### src/rtl/car_sequencer.sv
// car_sequencer: MSP430 microsequencer producing the control address register (CAR)
// Ports: MCLK clock, RST_n async active-low reset, InstrIn fetched word (used in CAR_0),
//        Flags {V,N,Z,C}, GIE, INTREQ level irq, Stall freeze, CAR state code, InstrDone pulse
module car_sequencer #(
    parameter int CAR_BITS = 6
) (
    input  logic                MCLK,
    input  logic                RST_n,
    input  logic [15:0]         InstrIn,
    input  logic [3:0]          Flags,
    input  logic                GIE,
    input  logic                INTREQ,
    input  logic                Stall,
    output logic [CAR_BITS-1:0] CAR,
    output logic                InstrDone
);
    typedef enum logic [CAR_BITS-1:0] {
        s_car0,
        s_reg_reg,
        s_reg_idx[4],
        s_ind_reg[2],
        s_ind_idx[5],
        s_idx_reg[3],
        s_idx_idx[6],
        s_op1_reg,
        s_op1_ind[3],
        s_op1_idx[4],
        s_push_reg[3],
        s_push_ind[3],
        s_push_idx[4],
        s_call_reg[3],
        s_call_ind[3],
        s_call_idx[4],
        s_reti[4],
        s_int[5],
        s_jmp0
    } state_t;
    typedef enum logic [1:0] {m_reg, m_ind, m_idx} mode_t;
    state_t state, nxt;
    logic   term;
    mode_t  src_mode, dst_mode;
    logic   unused_bw;
    function automatic mode_t op_mode(input logic [3:0] r, input logic [1:0] as);
        return (as == 2'b00 || r == 4'd3 || (r == 4'd2 && as[1])) ? m_reg : as[1] ? m_ind : m_idx;
    endfunction
    function automatic state_t pick(input mode_t m, input state_t r, input state_t i, input state_t x);
        return m == m_reg ? r : m == m_ind ? i : x;
    endfunction
    function automatic logic jump_taken(input logic [2:0] c, input logic [3:0] f);
        logic [7:0] t;
        t = {1'b1, f[2] ^ f[3], ~(f[2] ^ f[3]), f[2], f[0], ~f[0], f[1], ~f[1]};
        return t[c];
    endfunction
    assign src_mode  = op_mode(InstrIn[11:8], InstrIn[5:4]);
    assign dst_mode  = op_mode(InstrIn[3:0], InstrIn[5:4]);
    assign unused_bw = InstrIn[6];
    assign CAR       = state;
    // RST_n gating keeps the pulse low during reset even if CAR_0 sees an illegal word
    assign InstrDone = term & RST_n;
    always_ff @(posedge MCLK or negedge RST_n) begin
        if (!RST_n) state <= s_car0;
        else        state <= nxt;
    end
    always_comb begin
        nxt  = s_car0;
        term = 1'b0;
        if (state == s_car0) begin
            if (InstrIn[15:13] == 3'b001) begin
                if (jump_taken(InstrIn[12:10], Flags)) nxt = s_jmp0;
                else term = 1'b1;
            end else if (InstrIn[15:10] == 6'b000100) begin
                case (InstrIn[9:7])
                    3'b100:  nxt = pick(dst_mode, s_push_reg0, s_push_ind0, s_push_idx0);
                    3'b101:  nxt = pick(dst_mode, s_call_reg0, s_call_ind0, s_call_idx0);
                    3'b110:  nxt = s_reti0;
                    3'b111:  term = 1'b1;
                    default: nxt = pick(dst_mode, s_op1_reg, s_op1_ind0, s_op1_idx0);
                endcase
            end else if (InstrIn[15:14] != 2'b00) begin
                nxt = InstrIn[7] ? pick(src_mode, s_reg_idx0, s_ind_idx0, s_idx_idx0)
                                 : pick(src_mode, s_reg_reg, s_ind_reg0, s_idx_reg0);
            end else begin
                term = 1'b1;
            end
        end else if (state == s_int4) begin
            nxt = s_car0;
        end else if (state inside {s_reg_reg, s_reg_idx3, s_ind_reg1, s_ind_idx4, s_idx_reg2,
                                   s_idx_idx5, s_op1_reg, s_op1_ind2, s_op1_idx3, s_push_reg2,
                                   s_push_ind2, s_push_idx3, s_call_reg2, s_call_ind2,
                                   s_call_idx3, s_reti3, s_jmp0}) begin
            term = 1'b1;
        end else if (state < s_jmp0) begin
            nxt = state_t'(state + 1'b1);
        end
        // INT4 never enters here, so one instruction runs between back-to-back interrupts
        if (term) nxt = (INTREQ & GIE) ? s_int0 : s_car0;
        if (Stall) begin
            nxt  = state;
            term = 1'b0;
        end
    end
endmodule

### config.mk
export PLATFORM = sky130hd
export DESIGN_NAME = car_sequencer
export DESIGN_NICKNAME = d
export VERILOG_FILES = /design/src/rtl/car_sequencer.sv
export SDC_FILE = /design/constraint.sdc
export NUM_CORES = 1
export LEC_CHECK = 0
export CAP_MARGIN = 5
export CORE_ASPECT_RATIO = 1.1
export CORE_MARGIN = 3
export CORE_UTILIZATION = 43
export DETAILED_ROUTE_END_ITERATION = 8
export PLACE_DENSITY = 0.76
export SYNTH_ARGS = -nofsm -noshare
export SYNTH_HDL_FRONTEND = slang
export SYNTH_SLANG_ARGS = --single-unit
### constraint.sdc
create_clock -name MCLK -period 2 [get_ports MCLK]
set_clock_uncertainty 0.15 [all_clocks]
set_input_delay 0.3 -clock MCLK [delete_from_list [all_inputs] [get_ports MCLK]]
set_output_delay 0.3 -clock MCLK [all_outputs]
set_load 0.01 [all_outputs]
# Word-level counts from Yosys, hierarchy flattened

Index checks and enable logic that the tools add are counted.

Add/sub/neg operators: 1
$lt $le $gt $ge: 2
Equal/unequal tests: 30
Muxes and demuxes: 36
Bitwise gates (word level): 6
Reduce and logical (&&, ||, !) cells: 12

Operators by type and width:

| kind                                                                         | count |
|---|---|
| 6-bit two-way mux                                                            | 10 |
| 6-bit equality test, second input constant                                   | 9 |
| 6-bit by 5-bit equality test with 1-bit output, second input constant        | 4 |
| 6-bit one-hot mux with 4 select lines                                        | 1 |
| 5-bit two-way mux                                                            | 4 |
| 6-bit by 3-bit equality test with 1-bit output, second input constant        | 3 |
| 17-bit nonzero test                                                          | 1 |
| 4-bit by 2-bit equality test with 1-bit output, second input constant        | 4 |
| 4-bit two-way mux                                                            | 4 |
| 3-bit equality test, second input constant                                   | 4 |
| 6-bit by 4-bit equality test with 1-bit output, second input constant        | 2 |
| 1-bit two-way mux                                                            | 10 |
| 3-bit two-way mux                                                            | 3 |
| 6-bit by 1-bit adder with 6-bit output, second input constant                | 1 |
| 6-bit by 1-bit equality test with 1-bit output, second input constant        | 1 |
| 2-bit zero test                                                              | 3 |
| 6-bit zero test                                                              | 1 |
| 6-bit less-than comparator, second input constant                            | 1 |
| 2-bit two-way mux                                                            | 3 |
| 2-bit by 1-bit equality test with 1-bit output, second input constant        | 2 |
| 1-bit logical OR                                                             | 4 |
| 3-bit by 4-bit less-than comparator with 1-bit output, second input constant | 1 |
| 1-bit binary-select mux with 3-bit select                                    | 1 |
| 3-bit by 1-bit equality test with 1-bit output, second input constant        | 1 |
| 5 further kinds                                                              | 9 |

Bits in registers: 6
Input port bits: 25
Output and inout port bits: 7
Logic and storage cells: 88

# Logic depth before layout (Yosys ltp)

Gate-level depths: netlist of run 1.

Depth after elaboration: 13
Gate-level depth with buffers: 9
Gate-level depth less buffers: 8

# Worst setup path after synthesis of run 1

No wires, ideal clock.

Kind: register to output
Start point: register state[0], in the netlist CAR[0]
End point: output InstrDone
Arrival: 1.869 ns
Required time: 1.550 ns
Slack: -0.319 ns
Cell stages (with the launch flop): 8
Path buffers: 0
Cell sequence: dfrtp_1 -> inv_1 -> ha_1 -> nand2b_1 -> nor4_4 -> o211ai_1 -> a311oi_1 -> o211a_1

Word-level cells in the longest chain between the ends: 7
Elaborated cells on any way between the ends: 25
Classes of those cells: eq/ne (18); mux (4); bitwise (1); reduce/logical (2)

RTL lines:

| what                                                                         | RTL line | RTL |
|---|---|---|
| from (decl)                                                                  | 39       | `state_t state, nxt;` |
| from (signal assigned)                                                       | 61       | `if (!RST_n) state <= s_car0;` |
| from (signal assigned)                                                       | 62       | `else state <= nxt;` |
| 6-bit by 1-bit equality test with 1-bit output, or another cell as far along | 87       | `end else if (state inside {s_reg_reg, s_reg_idx3, s_ind_reg1, s_ind_idx4, s_idx_reg2,` |
| 17-bit nonzero test                                                          | 87       |  |
| 1-bit two-way mux                                                            | 87       |  |
| 1-bit two-way mux                                                            | 85       | `end else if (state == s_int4) begin` |
| 1-bit two-way mux *                                                          | 67       | `if (state == s_car0) begin` |
| 1-bit two-way mux *                                                          | 97       | `if (Stall) begin` |
| 1-bit bitwise AND *                                                          | 59       | `assign InstrDone = term & RST_n;` |
| to (decl)                                                                    | 15       | `output logic InstrDone` |

Mark *: on every way between the ends. The rest lies on a longest branch, timed or not.

# Worst setup path after layout of run 1

Same ends and word-level chain as after synthesis.

==> results of run 1 <==
-- what timing repair did --
action / 4_1_cts / 5_1_grt
hold endpoints to repair: 0 / 0
pin swaps: 15 / 11
buffers inserted: 8 / 3
setup endpoints to repair: 7 / 8
gates resized for setup: 47 / 18
-- report_power, final --
group          total (mW)  switching [mW]  internal, mW
clock network       0.135          0.0589        0.0765
logic                1.85           0.896         0.957
registers           0.315           0.128         0.187
total                2.30            1.08          1.22
-- path summary, 6_finish.rpt --
path	start	to	slack, ns
max in group asynchronous	RST_n	CAR[2]	1.33
worst min register to register	CAR[0]	CAR[0]	0.55
worst min-delay path	RST_n	CAR[1]	0.22
worst max register to register	CAR[0]	CAR[1]	-0.46
worst max-delay path	CAR[0]	InstrDone	-0.62
min in group MCLK	CAR[0]	CAR[0]	0.55
-- cell usage in the layout, fill, tap and decap left out, types with 5 or more instances in the layout --
| cell | count |
|---|---|
| buf_4 | 53 |
| clkdlybuf4s50_1 | 23 |
| nand2_1 | 9 |
| nor2_1 | 9 |
| inv_1 | 7 |
| o21ai_0 | 6 |
| a21oi_1 | 6 |
| a21oi_2 | 5 |
| buf_6 | 5 |
-- area by class of cell --
type	instances	area, um2	share of cell area [%]
sequential	6	155.1	7.589
multi-input combinational	124	1067	52.20
tap	30	37.54	1.836
clock buffer	4	26.28	1.285
timing repair buffer	87	721.9	35.31
inverter	9	36.28	1.775
-- routing by layer --
metal	vias to the layer above	part of all wire, %
met5	-	0
met4	0	4.9
met3	35	9.5
met2	144	49
met1	815	37
li1	746	-
-- cells by family (layout without fill, tap and decap cells) --
logic type / Yosys count / in the layout / synth area share (%)
buf+inv: 18 / 100 / 6.947
xor+xnor: 2 / 2 / 1.595
simple gates: 56 / 56 / 31.43
compound gates: 59 / 59 / 38.95
mux: 3 / 3 / 2.847
flops: 6 / 6 / 13.67
fa+ha+maj: 4 / 4 / 4.556
==> impl_results.md, run 1 <==
* Final setup viols at 9
* Layout cell share with drive strength beyond 1 at 49.13%
* Met1 GRT Util at 36.66%
* Critical path capture point type: output port
* CP startpoint kind: flop
* Ys Warns at 0
* CTS Buf Count at 3
* Die X at 54.19 um
* Clk_lat worst skew at 0.26 ns
* N_diodes at 0
* DP Worst Slack at -1.096 ns
* Placed Area at 1775 um2
* Hold_buf cts at 0
* Die Footprint at 3198 um2
* Crit-path cells: inv_4 > ha_4 > mux2i_1 > nor4b_2 > a211oi_2 > a21oi_2 > o211a_1 > buf_2
* Count leader, synth: a21oi_1
* Die Y-Extent at 59.01 um
* Worst Path Buf+Inv at 2
* Predominant post-synthesis flop cell: dfrtp_1
* CP Max Fanout at 3
* Met2 Use GR at 50.77%
* Status: finished with violations
* Final instance area at 2044 um2
* Largest net degree at the start of global routing at 13
* I/O pin count at 32
* Fmax at 0.3813 GHz
* Worst slew margin at 69.04%
* Met3 Track Usage GR at 3.526%
* R2R cell count at 9
* Initial core utilization at 46.90%
* Area share of the largest cell type after synthesis at 13.67%
* P&R area growth vs syn at 86.10%
* Crit path max-delay family: simple AND/OR/NAND/NOR gates
* WS Path Type: reg -> out
* Vias in the first global route at 1564
* Clock period minus worst slack at 2.623 ns
* Setup TNS at -2.983 ns
* Detailed placer's ending HPWL at 3151 um
* Initial antenna violation count at 0
* # nets final at 260
* RSZ-0062 raised after global routing: true
* Overflow after GRT at 0
* Initial DRC Count at 94
* Num Clock Sinks at 6
* Synth area leaders: dfrtp_1 14%, a21oi_1 5.0%, ha_1 4.6%, o21ai_0 3.6%, inv_1 3.1%
* Synthesized area at 1099 um2
* Critical path's slowest cell: nor4b_2
* GRT Max-Usage Layer: met2
* # Max-Cap Violations at 0
* Syn_nets at 177
* Total power at 2.302 mW
* Post-synth EDFFs at 0
* Crit path depth at 8
* Total Routing Usage GR at 30.08%
* VDD IR-drop max at 1239 uV
* DRC at 0
* Final worst setup slack at -0.6226 ns
* First-pass GRT wire length at 7141 um
* Placer congestion estimate at 0.9256
* Drt pass-1 iters at 5
* Ys async rst share at 100.0%
* TritonCTS clock tree: built
* HP Class: in -> async
* P per Cell Area at 1126 nW/um2
* Number of synthesized register bits at 6
* Antenna viol nets, final at 0
* Via count at 1740
* CP required at 1.55 ns
* Clock-pin slew on the worst setup and hold paths at 0.06 ns
* Drt via density at 6.692
* Final cell count without fillers at 260
* Worst-Margin Slew at 0.4632 ns
* Leak at 0.8463 nW
* Cells after DPL at 246
* Final period utilization at 131.1%
* Final Max Slew Viols at 0
* Post-synthesis cell type count at 55
* Max incr delay on CP at 0.51 ns
* Root Driver: clkbuf_4
* Final hold violations at 0
* Fin Hold WS at 0.2219 ns
* H-tree depth at 1
* Top cells by count, synth: 11 x a21oi_1, 9 x inv_1, 9 x nand2_1, 9 x nor2_1, 8 x o21ai_0
* Syn avg cell area at 7.423 um2
* Mapped Cells at 148
* Final wirelength at 5625 um
* Largest register FFs at 6
* Routed len/inst at 21.63 um
* Clock Path Buffers at 2
* Yosys top cell by area: dfrtp_1
* Port Buffers at 30
* Final Util at 87.29%
* Critical path arrival at 2.17 ns
* Core Box Area at 2342 um2
* Sequential cell area fraction in the yosys report at 13.67%
* Row cnt at 18
* Failing checks: negative setup slack
* Number of fill cells in the layout at 121
No activity file was read; power rests on OpenSTA's default activity.
==> run 2, diff against run 1 <==
--- a/config.mk
+++ b/config.mk
@@ -10,7 +10,7 @@
 export CORE_MARGIN = 3
 export CORE_UTILIZATION = 43
 export DETAILED_ROUTE_END_ITERATION = 8
-export PLACE_DENSITY = 0.76
+export PLACE_DENSITY_LB_ADDON = 0.12
 export SYNTH_ARGS = -nofsm -noshare
 export SYNTH_HDL_FRONTEND = slang
 export SYNTH_SLANG_ARGS = --single-unit
==> constraint.sdc (replaced) <==
create_clock -name MCLK -period 2 [get_ports MCLK]
set_clock_uncertainty 0.15 [all_clocks]
set_input_delay 0.5 -clock MCLK [delete_from_list [all_inputs] [get_ports MCLK]]
set_output_delay 0.5 -clock MCLK [all_outputs]
set_load 0.01 [all_outputs]
==> run 2 against run 1 <==
  * The flow still finishes with violations (negative setup slack)
  * Power is 21% lower
  * Die area unchanged
  * Cell count down 1.2%
  * Worst hold slack gained 0.21 ns
  * Clock power is 11% lower
  * Worst setup slack got worse by 0.17 ns
  * Non-clock buffer count shrank 2
  * Sequential cell count unchanged
  * Wire length decreased by 28%
==> impl_results.md, run 2 (synthesis gave the netlist of run 1 again) <==
* Status: finished with violations
* Failing checks: negative setup slack
* Drt via density at 5.996
* Die Y-Extent at 59.01 um
* N_diodes at 0
* Initial core utilization at 46.90%
* Num Clock Sinks at 6
* Hold_buf cts at 0
* Final setup viols at 7
* Commonest non-fill, non-tap cell in the layout: buf_4
* Crit path depth at 7
* Crit path capture: InstrDone
* I/O pin count at 32
* CP Max Fanout at 2
* Crit-path cells: buf_6 > or4b_4 > or3_4 > o211ai_1 > a311oi_2 > o211a_1 > buf_2
* Largest net degree at the start of global routing at 13
* Clk_lat worst skew at 0.26 ns
* Fin Hold WS at 0.4347 ns
* Die Footprint at 3198 um2
* VDD IR-drop max at 710.9 uV
* # Max-Cap Violations at 0
* Final worst setup slack at -0.7948 ns
* CP required at 1.35 ns
* CP startpoint kind: input port
* Routed len/inst at 15.73 um
* Most frequent cells in the layout: 53 x buf_4, 20 x clkdlybuf4s50_1, 10 x a21oi_1
* Critical path capture point type: output port
* Worst slew margin at 75.22%
* Core Box Area at 2342 um2
* Max incr delay on CP at 0.52 ns
* Overflow after GRT at 0
* Die X at 54.19 um
* Clock period minus worst slack at 2.795 ns
* Total Routing Usage GR at 26.14%
* Placer congestion estimate at 0.9239
* DRC at 0
* Final period utilization at 139.7%
* Clock-pin slew on the worst setup and hold paths at 0.06 ns
* Vias in the first global route at 1528
* HP Class: in -> async
* H-tree depth at 1
* Antenna viol nets, final at 0
* Crit Reg-Reg Startpoint: CAR[1]
* Worst-Margin Slew at 0.3717 ns
* R2R cell count at 10
* Final Max Slew Viols at 0
* Layout cell share with drive strength beyond 1 at 41.85%
* Drt pass-1 iters at 4
* CTS Buf Count at 3
* P&R area growth vs syn at 77.45%
* Worst setup path startpoint: InstrIn[14]
* Via count at 1541
* Initial DRC Count at 38
* RSZ-0062 raised after global routing: true
* Crit path max-delay family: simple AND/OR/NAND/NOR gates
* Detailed placer's ending HPWL at 2933 um
* Worst R2R Setup Slack at -0.23 ns
* Fmax at 0.3578 GHz
* Setup TNS at -2.870 ns
* Leak at 0.8466 nW
* Port Buffers at 30
* Critical path's slowest cell: or4b_4
* # nets final at 258
* Clock Path Buffers at 2
* Row cnt at 18
* WS Path Type: in -> out
* Critical path arrival at 2.14 ns
* Final hold violations at 0
* P per Cell Area at 932.8 nW/um2
* Worst r2r dst: CAR[1]
* Worst Path Buf+Inv at 2
* Initial antenna violation count at 0
* Root Driver: clkbuf_4
* Final wirelength at 4042 um
* Largest register FFs at 6
* First-pass GRT wire length at 6451 um
* TritonCTS clock tree: built
[run 2: worst min path at each step]
stage,endpoint,slack (ns),cells after the start
after CTS,CAR[3],0.44,2
after global placement,CAR[0],0.47,3
after global routing,CAR[3],0.45,2
after floorplan,CAR[0],0.05,0
final,CAR[3],0.43,2
after detailed placement,CAR[0],0.51,3
[run 2: area by class of cell]
type,count,area (um2)
Clock buffer,3,22.52
Multi-Input combinational cell,124,988.4
Sequential cell,6,153.9
Inverter,9,33.78
Tap cell,30,37.54
Fill cell,143,392.9
Timing Repair Buffer,85,713.2
[run 2: power breakdown]
group | leakage, nW | internal (mW) | switching [mW] | total, mW
Sequential | 0.0672 | 0.184 | 0.103 | 0.287
Combinational | 0.766 | 0.757 | 0.655 | 1.41
Clock | 0.0138 | 0.0684 | 0.0512 | 0.120
Total | 0.847 | 1.01 | 0.809 | 1.82
[run 2: through the flow]
stage               util [%]  cells  total power, mW  area, um2  setup slack (ns)
finish                 83.23    257            1.818       1949           -0.7948
global route           83.23    257            1.948       1949           -0.8282
CTS                    79.06    255            1.714       1852           -0.8297
global placement       74.89    247            1.462       1754            -1.423
detailed placement     74.89    247            1.507       1754            -1.493
floorplan                  -    148           0.8917       1099           -0.5668
[run 2: timing repair]
item                                    4_1_cts  5_1_grt
endpoints found under the hold margin         0        0
buffers inserted                              6        3
pin swaps                                    13       12
gates resized for setup                      36       18
endpoints found under the setup margin        9       10
[run 2: layer usage]
metal	part of all wire, %	vias up	GRT usage [%]
met2	52	74	46.50
li1	-	737	-
met1	39	711	30.66
met4	4.1	0	13.17
met3	4.8	19	1.511
met5	0	-	0
